### src/rtl/nn_xor_sequencer.sv
// nn_xor_sequencer: stimulus/collection controller for the float XOR network.
// Walks the four truth-table vectors onto nn_A/nn_B, waits for nn_ready
// (after a short mask window), thresholds nn_result at 0.5 and compares the
// resulting 4-bit pattern against EXPECTED.
// Optional build macro NN_SEQ_CAPTURE_EN adds raw_results, the captured
// nn_result word of every vector.
module nn_xor_sequencer #(
   parameter int                              exp_width      = 8,
   parameter int                              mant_width     = 24,
   parameter logic [exp_width+mant_width-1:0] ONE_VAL        = 32'h3F80_0000,
   parameter logic [exp_width+mant_width-1:0] THRESH         = 32'h3F00_0000,
   parameter int                              MASK_CYCLES    = 2,
   parameter int                              TIMEOUT_CYCLES = 127,
   parameter logic [3:0]                      EXPECTED       = 4'b0110
)(
   input  logic                                clk,
   input  logic                                rst_l,
   input  logic                                start,
   input  logic                                nn_ready,
   input  logic [exp_width+mant_width-1:0]     nn_result,
   output logic [exp_width+mant_width-1:0]     nn_A,
   output logic [exp_width+mant_width-1:0]     nn_B,
   output logic                                busy,
   output logic                                done,
   output logic [3:0]                          result_bits,
   output logic                                pass,
   output logic                                timeout_err
`ifdef NN_SEQ_CAPTURE_EN
   ,
   output logic [4*(exp_width+mant_width)-1:0] raw_results
`endif
);

   localparam int W  = exp_width + mant_width;
   localparam int MW = $clog2(MASK_CYCLES + 2);
   localparam int TW = $clog2(TIMEOUT_CYCLES + 1);
   localparam logic [MW-1:0] MASK_LIM = MW'(MASK_CYCLES);
   localparam logic [TW-1:0] TMO_LIM  = TW'(TIMEOUT_CYCLES);

   typedef enum logic [2:0] {
      S_IDLE  = 3'd0,
      S_DRIVE = 3'd1,
      S_WAIT  = 3'd2,
      S_CAPT  = 3'd3,
      S_DONE  = 3'd4
   } state_t;

   state_t          state, state_nxt;
   logic [1:0]      idx;
   logic [MW-1:0]   mask_cnt, mask_nxt;
   logic [TW-1:0]   wait_cnt, wait_nxt;
   logic            rdy_ok, tmo_hit, cap_bit, start_ok;

   // Mask counter saturates once the window is over so long waits cannot wrap it.
   assign mask_nxt = (mask_cnt >= MASK_LIM) ? mask_cnt : mask_cnt + MW'(1);
   assign wait_nxt = wait_cnt + TW'(1);
   // Ready only counts once this WAIT cycle completes the mask window.
   assign rdy_ok   = nn_ready && (mask_nxt >= MASK_LIM);
   assign tmo_hit  = !rdy_ok && (wait_nxt == TMO_LIM);
   // Unsigned magnitude compare is a valid >= for non-negative floats; any
   // negative value (including -0) decides 0.
   assign cap_bit  = !nn_result[W-1] && (nn_result[W-2:0] >= THRESH[W-2:0]);
   assign start_ok = start && ((state == S_IDLE) || (state == S_DONE));

   // State register
   always_ff @(posedge clk or negedge rst_l) begin
      if (!rst_l) state <= S_IDLE;
      else        state <= state_nxt;
   end

   // Next-state logic
   always_comb begin
      state_nxt = state;
      case (state)
         S_IDLE,
         S_DONE:  if (start_ok) state_nxt = S_DRIVE;
         S_DRIVE: state_nxt = S_WAIT;
         S_WAIT:  begin
            if (rdy_ok)       state_nxt = S_CAPT;
            else if (tmo_hit) state_nxt = S_DONE;
         end
         S_CAPT:  state_nxt = (idx == 2'd3) ? S_DONE : S_DRIVE;
         default: state_nxt = S_IDLE;
      endcase
   end

   // Status outputs follow the state directly
   always_comb begin
      busy = (state == S_DRIVE) || (state == S_WAIT) || (state == S_CAPT);
      done = (state == S_DONE);
   end

   // Datapath: vector drive, counters, captured bits and verdict
   always_ff @(posedge clk or negedge rst_l) begin
      if (!rst_l) begin
         nn_A        <= '0;
         nn_B        <= '0;
         idx         <= '0;
         mask_cnt    <= '0;
         wait_cnt    <= '0;
         result_bits <= '0;
         pass        <= 1'b0;
         timeout_err <= 1'b0;
`ifdef NN_SEQ_CAPTURE_EN
         raw_results <= '0;
`endif
      end else begin
         case (state)
            S_IDLE,
            S_DONE: begin
               if (start_ok) begin
                  result_bits <= '0;
                  pass        <= 1'b0;
                  timeout_err <= 1'b0;
                  idx         <= '0;
`ifdef NN_SEQ_CAPTURE_EN
                  raw_results <= '0;
`endif
               end
            end
            S_DRIVE: begin
               nn_A     <= idx[1] ? ONE_VAL : '0;
               nn_B     <= idx[0] ? ONE_VAL : '0;
               mask_cnt <= '0;
               wait_cnt <= '0;
            end
            S_WAIT: begin
               mask_cnt <= mask_nxt;
               wait_cnt <= wait_nxt;
               if (tmo_hit) begin
                  timeout_err <= 1'b1;
                  pass        <= 1'b0;
               end
            end
            S_CAPT: begin
               result_bits[idx] <= cap_bit;
`ifdef NN_SEQ_CAPTURE_EN
               raw_results[idx*W +: W] <= nn_result;
`endif
               // Last vector: judge with this cycle's bit folded in.
               if (idx == 2'd3) pass <= ({cap_bit, result_bits[2:0]} == EXPECTED);
               else             idx  <= idx + 2'd1;
            end
            default: ;
         endcase
      end
   end

endmodule

### config.mk
export PLATFORM = sky130hd
export DESIGN_NAME = nn_xor_sequencer
export DESIGN_NICKNAME = d
export VERILOG_FILES = /design/src/rtl/nn_xor_sequencer.sv
export SDC_FILE = /design/constraint.sdc
export NUM_CORES = 1
export LEC_CHECK = 0
export CAP_MARGIN = 20
export CORE_MARGIN = 4
export CORE_UTILIZATION = 34
export DETAILED_ROUTE_END_ITERATION = 6
export PLACE_DENSITY = 0.82
export SLEW_MARGIN = 20
export SYNTH_ARGS = -nofsm -noshare
export SYNTH_HDL_FRONTEND = slang
export SYNTH_SLANG_ARGS = --single-unit
### constraint.sdc
create_clock -name clk -period 1.5 [get_ports clk]
set_clock_uncertainty 0.1 [all_clocks]
set_input_delay 0.15 -clock clk [delete_from_list [all_inputs] [get_ports clk]]
set_output_delay 0.15 -clock clk [all_outputs]
set_load 0.05 [all_outputs]
# Word level (Yosys, flattened, before mapping)

Cells that the tools add are included.

Output and inout bits: 72
Register bits after elaboration: 84
Word-level logic and storage cells: 74

Eq/ne operators: 12
Add/sub/neg operators: 3
Mux-type cells: 24
$lt $le $gt $ge: 5
Reductions and logical operators: 21

Operator list:

| kind                   | count |
|---|---|
| $mux W30               | 2 |
| $ge A31 B30 Y1 const B | 1 |
| $pmux W7 S2            | 1 |
| $mux W3                | 4 |
| $pmux W3 S4            | 1 |
| $ne A2 B2 Y1 const B   | 4 |
| $pmux W2 S2            | 2 |
| $pmux W4 S2            | 1 |
| $add A7 B1 Y7 const B  | 1 |
| $eq A7 B7 Y1 const B   | 1 |
| $eq A3 B2 Y1 const B   | 2 |
| $mux W2                | 3 |
| $reduce_and A3 Y1      | 2 |
| $reduce_bool A2 Y1     | 3 |
| $logic_and A1 B1 Y1    | 5 |
| $mux W1                | 5 |
| $add A2 B1 Y2 const B  | 2 |
| $bwmux W4              | 1 |
| $eq A4 B3 Y1 const B   | 1 |
| $ge A2 B2 Y1 const B   | 2 |
| $mux W4                | 1 |
| $reduce_and A2 Y1      | 2 |
| $reduce_and A4 Y1      | 1 |
| $eq A3 B1 Y1 const B   | 1 |
| 13 further kinds       | 16 |

# Logic depth before layout (Yosys ltp)

Gate-level depths: netlist (run 1).

Depth in word-level cells: 9
Mapped depth: 7

# Worst setup path before layout (run 1)

No wires, ideal clock.

Path type: register to register
Start point: register wait_cnt[0]
End point: register timeout_err
Period minus slack after synthesis: 1.708 ns
Path buffers: 0
Data arrival time: 1.487 ns
Cell stages (with the launch flop): 7
Setup time: 0.121 ns
Required time: 1.279 ns
Slack: -0.208 ns
Cell sequence: dfrtp_1 ha_1 nor2b_1 o21bai_1 a21oi_1 nor3_2 a32o_2

Cells in the longest elaborated chain, start to end: 5

RTL lines:

| element                            | RTL line | text |
|---|---|---|
| from (decl)                        | 51       | `logic [TW-1:0] wait_cnt, wait_nxt;` |
| from (signal assigned)             | 129      | `wait_cnt <= wait_nxt;` |
| $add A7 B1 Y7                      | 56       | `assign wait_nxt = wait_cnt + TW'(1);` |
| $eq A7 B7 Y1                       | 59       | `assign tmo_hit = !rdy_ok && (wait_nxt == TMO_LIM);` |
| $logic_and A1 B1 Y1                | 59       |  |
| $ne A2 B2 Y1 (no source line)      | --       |  |
| $reduce_and A3 Y1 (no source line) | --       |  |
| to (signal assigned)               | 103      | `timeout_err <= 1'b0;` |
| to (signal assigned)               | 114      | `timeout_err <= 1'b0;` |
| to (signal assigned)               | 131      | `timeout_err <= 1'b1;` |
| to (decl)                          | 27       | `output logic timeout_err` |

No other way between the ends.
A chain may end at the register's enable or synchronous reset.

# Final worst setup path (run 1)

Ends and elaborated chain as after synthesis.

==> results of run 1 <==
-- worst max-delay path: stages (launching register included) --
cell and delay (ps):
dfrtp_2 460, ha_4 190, nor2b_4 130, o21bai_1 170, a21oi_2 230, nor3_4 70
a32o_2 240
-- layer usage --
layer / GRT usage [%] / vias to the layer above
li1: - / 689
met1: 13.2 / 683
met2: 23.8 / 73
met3: 0.897 / 9
met4: 5.07 / 0
met5: 0 / -
-- cell families after synthesis --
logic type / synth area share (%)
adders and majority gates: 4.90
muxes: 2.38
other: 0.210
and+or+nand+nor: 16.5
DFF: 30.8
AOI/OAI and AO/OA: 15.6
buffers and inverters: 29.6
-- layout make-up --
| class | count | area [um^2] | area share, % |
|---|---|---|---|
| flip-flops and latches | 22 | 556 | 22.6 |
| inverters | 11 | 48.8 | 1.98 |
| clock buffers | 3 | 41.3 | 1.68 |
| clock inverters | 1 | 30.0 | 1.22 |
| repair buffers | 58 | 738 | 30.0 |
| well taps | 70 | 87.6 | 3.56 |
| multi-input cells | 160 | 961 | 39.0 |
-- Yosys cell counts (3+ instances only) --
master | instances | share of area, %
nand2_1 | 19 | 4.0
o21ai_0 | 15 | 4.2
dfrtp_1 | 22 | 31
nor2_1 | 11 | 2.3
nor3_1 | 5 | 1.4
buf_4 | 63 | 26
inv_1 | 9 | 1.9
o21bai_1 | 3 | 1.3
o22ai_1 | 5 | 1.8
ha_1 | 7 | 4.9
nand3_1 | 7 | 2.0
a21oi_1 | 6 | 1.7
-- cells in the final DEF, fill, tap and decap left out, types with 3 or more instances in the layout --
cell type	count
conb_1	50
buf_4	25
buf_12	22
nand2_1	19
dfrtp_1	18
o21ai_0	13
clkdlybuf4s50_1	11
nor2_1	8
inv_1	7
nand3_1	6
o22ai_1	5
a21oi_1	5
ha_1	5
dfrtp_2	4
o21bai_1	3
nor3_1	3
clkbuf_8	3
-- what timing repair did --
| action | 4_1_cts | 5_1_grt |
|---|---|---|
| resized for setup | 5 | 15 |
| buffers inserted | 0 | 0 |
| pin swaps | 1 | 2 |
| setup endpoints to repair | 8 | 17 |
-- stage by stage --
step           TNS [ps]  cell area (um^2)  setup slack (ps)
2_1_floorplan      -222              1990             -83.5
3_3_place_gp       -464              2330              -134
3_5_place_dp       -686              2330              -172
4_1_cts            -692              2420              -157
5_1_grt           -1210              2460              -254
6_report           -767              2460              -194
-- state kept, by name, summed over array words and instances, names as in the netlist --
signal       flops
result_bits      4
pass             1
idx              2
mask_cnt         2
state            3
nn_B             1
wait_cnt         7
nn_A             1
timeout_err      1
-- power breakdown --
group	internal [mW]	switching, mW
combinational	1.19	1.76
clock	0.357	0.200
sequential	0.740	0.145
total	2.29	2.10
-- worst max-delay path by stage --
| stage | end | depth (start not counted) | slack (ps) | startpoint |
|---|---|---|---|---|
| 5_1_grt | state[2]$_DFFE_PN0P_ | 6 | -250 | wait_cnt[1]$_DFFE_PN0P_ |
| 2_1_floorplan | timeout_err$_DFFE_PN0P_ | 6 | -80 | wait_cnt[0]$_DFFE_PN0P_ |
| 4_1_cts | pass$_DFFE_PN0P_ | 6 | -160 | wait_cnt[1]$_DFFE_PN0P_ |
| 3_5_place_dp | timeout_err$_DFFE_PN0P_ | 6 | -170 | wait_cnt[0]$_DFFE_PN0P_ |
| 3_3_place_gp | timeout_err$_DFFE_PN0P_ | 6 | -130 | wait_cnt[0]$_DFFE_PN0P_ |
| 6_report | timeout_err$_DFFE_PN0P_ | 6 | -190 | wait_cnt[0]$_DFFE_PN0P_ |
==> metrics, run 1 <==
number of antenna violations at the first check in global routing=0; wire length of the first global-routing pass=6200 um; post-route DRC violation count=0; Layout Utilization=approximately 48%; Cell Pwr Density=approximately 1800 nW/um^2; Reg2Reg Depth=6; TritonCTS buffer count=3; x dimension of the die=between 80 and 90 um; # H-tree levels=1; synthesis-to-layout area growth=37.8%; syn avg cell area=8.55 um^2; residual antenna-violating net count after detailed routing=0; register area share after synthesis=around 31%; post-route non-filler standard cell count=between 300 and 400; register bit count reported by yosys=22; CTS tree=built; critical path endpoint category=register; EDFF count, synth=0; post-synth cell types=42; area of the core=5110 um^2; global-route total usage across every layer=12.2%; synthesized area=between 1500 and 2000 um^2; number of nets in the layout=roughly 300; worst reg2reg path startpoint=wait_cnt[0]$_DFFE_PN0P_; die footprint=about 6500 um^2; initial cell density of the core=a little over a third; die height=approximately 80 um; routed length per placed instance=12.9 um; run status=complete, but fails checks; worst-case vdd ir drop=approximately 0.00060 V; YS warnings=0; violations in the final reports=setup timing; Fmax=about 600 MHz; count of port buffers added during placement=33; number of placement rows=26; Pwr Total=around 4.4 mW; fill cell instance count of the final layout=about 470; kind of start point of the critical path=register; Leakage=1.14 nW; DRT Wirelength=roughly 4200 um; largest net degree at the start of global routing=23; share of post-route cells with drive strength above 1=around a third; R2R Setup Slk=-190 ps; type of the worst setup path=register to register; Worst R2R End=timeout_err$_DFFE_PN0P_; time the final worst path needs with I/O delays and setup=around 1700 ps; Detail Route met2 WL=around 2300 um; worst skew pair latency=260 ps; via count=roughly 1.5k; period utilization=113%; Hold Slack=between 100 and 150 ps; detailed-routing iteration count for the pre-antenna-repair pass=4; clock root buffer=clkbuf_8; Detail Placement HPWL=roughly 3200 um; setup slack of the critical path after layout=-194 ps; uppermost metal layer occupied by signal nets=met4; most common flop cell mapped by yosys=dfrtp_1; routed wl met3=256 um; Final Setup Violations=6; number of buffers on the longest clock path=2; Reg clk slew, reported paths=~80 ps; # clock sinks=22; met1 layer wirelength in the final routing=around 1600 um; Max FO, Critical Path=5; unrepaired setup endpoints after global routing=yes; number of DRC markers in iteration 0=between 100 and 150; total grt overflow=0; diode count=0; endpoint arrival time on the critical path=1750 ps; DP Cell Count=321; Final Hold Fails=0; number of global-route vias before repair=about 1.3k; routability cong.=about 0.85; Worst Hold Class=primary input to asynchronous set/reset pin; final-report max-slew violation count=0; Crit path required time=about 1600 ps; Syn Inst Count=around 210; Async SR Flop Fraction=100%; top-level I/O count=approximately 110; number of vias per cell=about 4.5; number of violations of the max-capacitance limit=0; number of hold buffers added after cts=0
No activity file was read; power rests on OpenSTA's default activity.
==> run 2: changes to the inputs <==
--- a/config.mk
+++ b/config.mk
@@ -7,9 +7,10 @@
 export LEC_CHECK = 0
 export CAP_MARGIN = 20
 export CORE_MARGIN = 4
-export CORE_UTILIZATION = 34
+export CORE_UTILIZATION = 38
 export DETAILED_ROUTE_END_ITERATION = 6
-export PLACE_DENSITY = 0.82
+export PLACE_DENSITY = 0.87
+export SKIP_LAST_GASP = 1
 export SLEW_MARGIN = 20
 export SYNTH_ARGS = -nofsm -noshare
 export SYNTH_HDL_FRONTEND = slang
==> constraint.sdc (replaced) <==
create_clock -name clk -period 1.7 [get_ports clk]
set_clock_uncertainty 0.1 [all_clocks]
set_input_delay 0.17 -clock clk [delete_from_list [all_inputs] [get_ports clk]]
set_output_delay 0.17 -clock clk [all_outputs]
set_load 0.05 [all_outputs]
==> run 2 against run 1 <==
- the run now ends clean
- die area down 9.5%
- critical endpoint unchanged
- fmax is essentially flat
- core utilization decreased by 0.52 points
- setup slack better by 200 ps
- sequential cell count is the same
==> metrics, run 2 (synthesized netlist as in run 1, its figures left out) <==
run status=finished clean; Reg2Reg Depth=6 (unchanged); period utilization=99.7% (-13 points); x dimension of the die=76.6 um (-4.9%); clock root buffer=clkbuf_8; type of the worst setup path=register to register; most frequent standard cell in the layout excluding fill and tap cells=conb_1; global-route track usage on met3=2.25% (+1.3 points); total grt overflow=0 (unchanged); area after detailed placement=1950 um^2 (-16%); global-route total usage across every layer=11.7% (-0.44 points); routability cong.=0.845 (-0.22%); number of global-route vias before repair=1280 (-4.7%); endpoint arrival time on the critical path=1750 ps (about the same); TritonCTS buffer count=3 (unchanged); met1 demand-to-capacity share in global routing=12.9% (-0.30 points); met2 routing resource usage after global routing=21.0% (-2.8 points); initial cell density of the core=40.2% (+5.2 points); kind of start point of the critical path=register; number of hold buffers added after cts=0 (unchanged); synthesis-to-layout area growth=18.6%; Leakage=1.06 nW (-7.3%); number of nets in the layout=292 (-2.3%); post-route DRC violation count=0 (unchanged); via count=1440 (-0.96%); top-level I/O count=108 (unchanged); sequential share of power=23.5% (+3.3 points); number of DRC markers in iteration 0=109 (+2.8%); number of violations of the max-capacitance limit=0 (unchanged); most frequent cells in the layout=conb_1, buf_4, nand2_1, dfrtp_1, o21ai_0; number of vias per cell=4.80 (+7.3%); share of post-route cells with drive strength above 1=28.6% (-5.1 points); CTS tree=built; residual antenna-violating net count after detailed routing=0 (unchanged); die footprint=5860 um^2 (-9.5%); Top Registers=wait_cnt (7), result_bits (4), state (3); diode count=0 (unchanged); final design instance area without fill=2120 um^2 (-14%); Max FO, Critical Path=6 (+1); critical path endpoint category=register; DRT Wirelength=3890 um (-7.1%); Crit path required time=1760 ps (+200 ps); register with the most flip-flops=wait_cnt; switching part of the total power=50.5% (+2.5 points); # clock sinks=22 (unchanged); total internal power=1.70 mW (-26%); largest net degree at the start of global routing=23 (unchanged); worst skew pair latency=260 ps (about the same); number of placement rows=24 (-7.7%); sw power=1.73 mW (-18%); Combinational Power Share=62.4% (-4.7 points); time the final worst path needs with I/O delays and setup=1700 ps (+0.918 ps); unrepaired setup endpoints after global routing=yes; count of port buffers added during placement=33 (unchanged); die height=76.6 um (-4.9%); fill cell instance count of the final layout=416 (-11%); number of antenna violations at the first check in global routing=0 (unchanged); Reg clk slew, reported paths=80 ps (about the same); power share of the clock group=14.1% (+1.4 points); Pwr Total=3.43 mW (-22%); Cell Pwr Density=1620 nW/um^2 (-9.3%); final-report max-slew violation count=0 (unchanged); Final Setup Violations=0 (-6); Final Hold Fails=0 (unchanged); Fmax=590 MHz (about the same); area of the core=4440 um^2 (-13%); Worst Hold Class=primary input to asynchronous set/reset pin; number of buffers on the longest clock path=2 (unchanged); most heavily used metal layer in global routing=met2; wire length of the first global-routing pass=5800 um (-6.5%); detailed-routing iteration count for the pre-antenna-repair pass=4 (unchanged); Detail Placement HPWL=2800 um (-13%); # H-tree levels=1 (unchanged); routed length per placed instance=13.0 um (+0.62%); worst-case vdd ir drop=0.000515 V (-14%); flip-flop count of the largest register after layout=7 (unchanged)
-- run 2: what timing repair did --
| item | 4_1_cts | 5_1_grt |
|---|---|---|
| cloned | 0 | 0 |
| pin swaps | 0 | 7 |
| setup endpoints to repair | 5 | 8 |
| setup buffers | 0 | 4 |
| gates resized for setup | 6 | 11 |
-- run 2: worst paths after layout --
check	endpoint	slack, ps	startpoint
worst max-delay path	timeout_err$_DFFE_PN0P_	5	wait_cnt[0]$_DFFE_PN0P_
worst min-delay path	wait_cnt[6]$_DFFE_PN0P_	160	rst_l
worst max register to register	timeout_err$_DFFE_PN0P_	5	wait_cnt[0]$_DFFE_PN0P_
worst min register to register	result_bits[3]$_DFFE_PN0P_	410	result_bits[3]$_DFFE_PN0P_
max in group asynchronous	state[1]$_DFFE_PN0P_	1110	rst_l
min in group clk	result_bits[3]$_DFFE_PN0P_	410	result_bits[3]$_DFFE_PN0P_
-- run 2: per-stage QoR --
stage          worst slack (ps)  util, %  hold WS [ps]  std cells  TNS [ps]
5_1_grt                   -25.9     47.7           189        300     -59.6
3_3_place_gp              -61.6     43.9           386        292     -81.9
4_1_cts                   -32.1     45.8           162        296     -32.1
2_1_floorplan              9.54        -          -226        258         0
6_report                   4.77     47.7           156        300         0
3_5_place_dp              -79.3     43.9           389        292      -127
-- run 2: final cells by class --
class                      instances  area [um^2]  share of cell area (%)
tap                               52         65.1                    3.07
clock buffer                       3         41.3                    1.95
multi-input combinational        160          947                    44.7
sequential                        22          556                    26.2
clock inverter                     1         30.0                    1.42
inverter                          11         41.3                    1.95
timing repair buffer              51          439                    20.7
-- run 2: critical path, stage by stage (launching register included) --
cell	delay, ps
dfrtp_2	470
ha_4	190
nor2b_4	130
o21bai_4	190
a21oi_4	200
nor3_4	70
a32o_2	240
-- run 2: layer usage --
layer	part of all wire [%]	wire length, um
met4	3.2	124
met3	9.0	348
met5	0	0
met1	37	1450
met2	50	1960
-- run 2: power by group through the flow --
stage / sequential [mW] / clock [mW] / combinational [mW]
5_1_grt: 0.828 / 0.525 / 2.27
6_report: 0.806 / 0.484 / 2.14
3_5_place_dp: 0.828 / 0 / 1.97
4_1_cts: 0.824 / 0.497 / 1.99
3_3_place_gp: 0.818 / 0 / 1.93
2_1_floorplan: 0.857 / 0 / 1.54
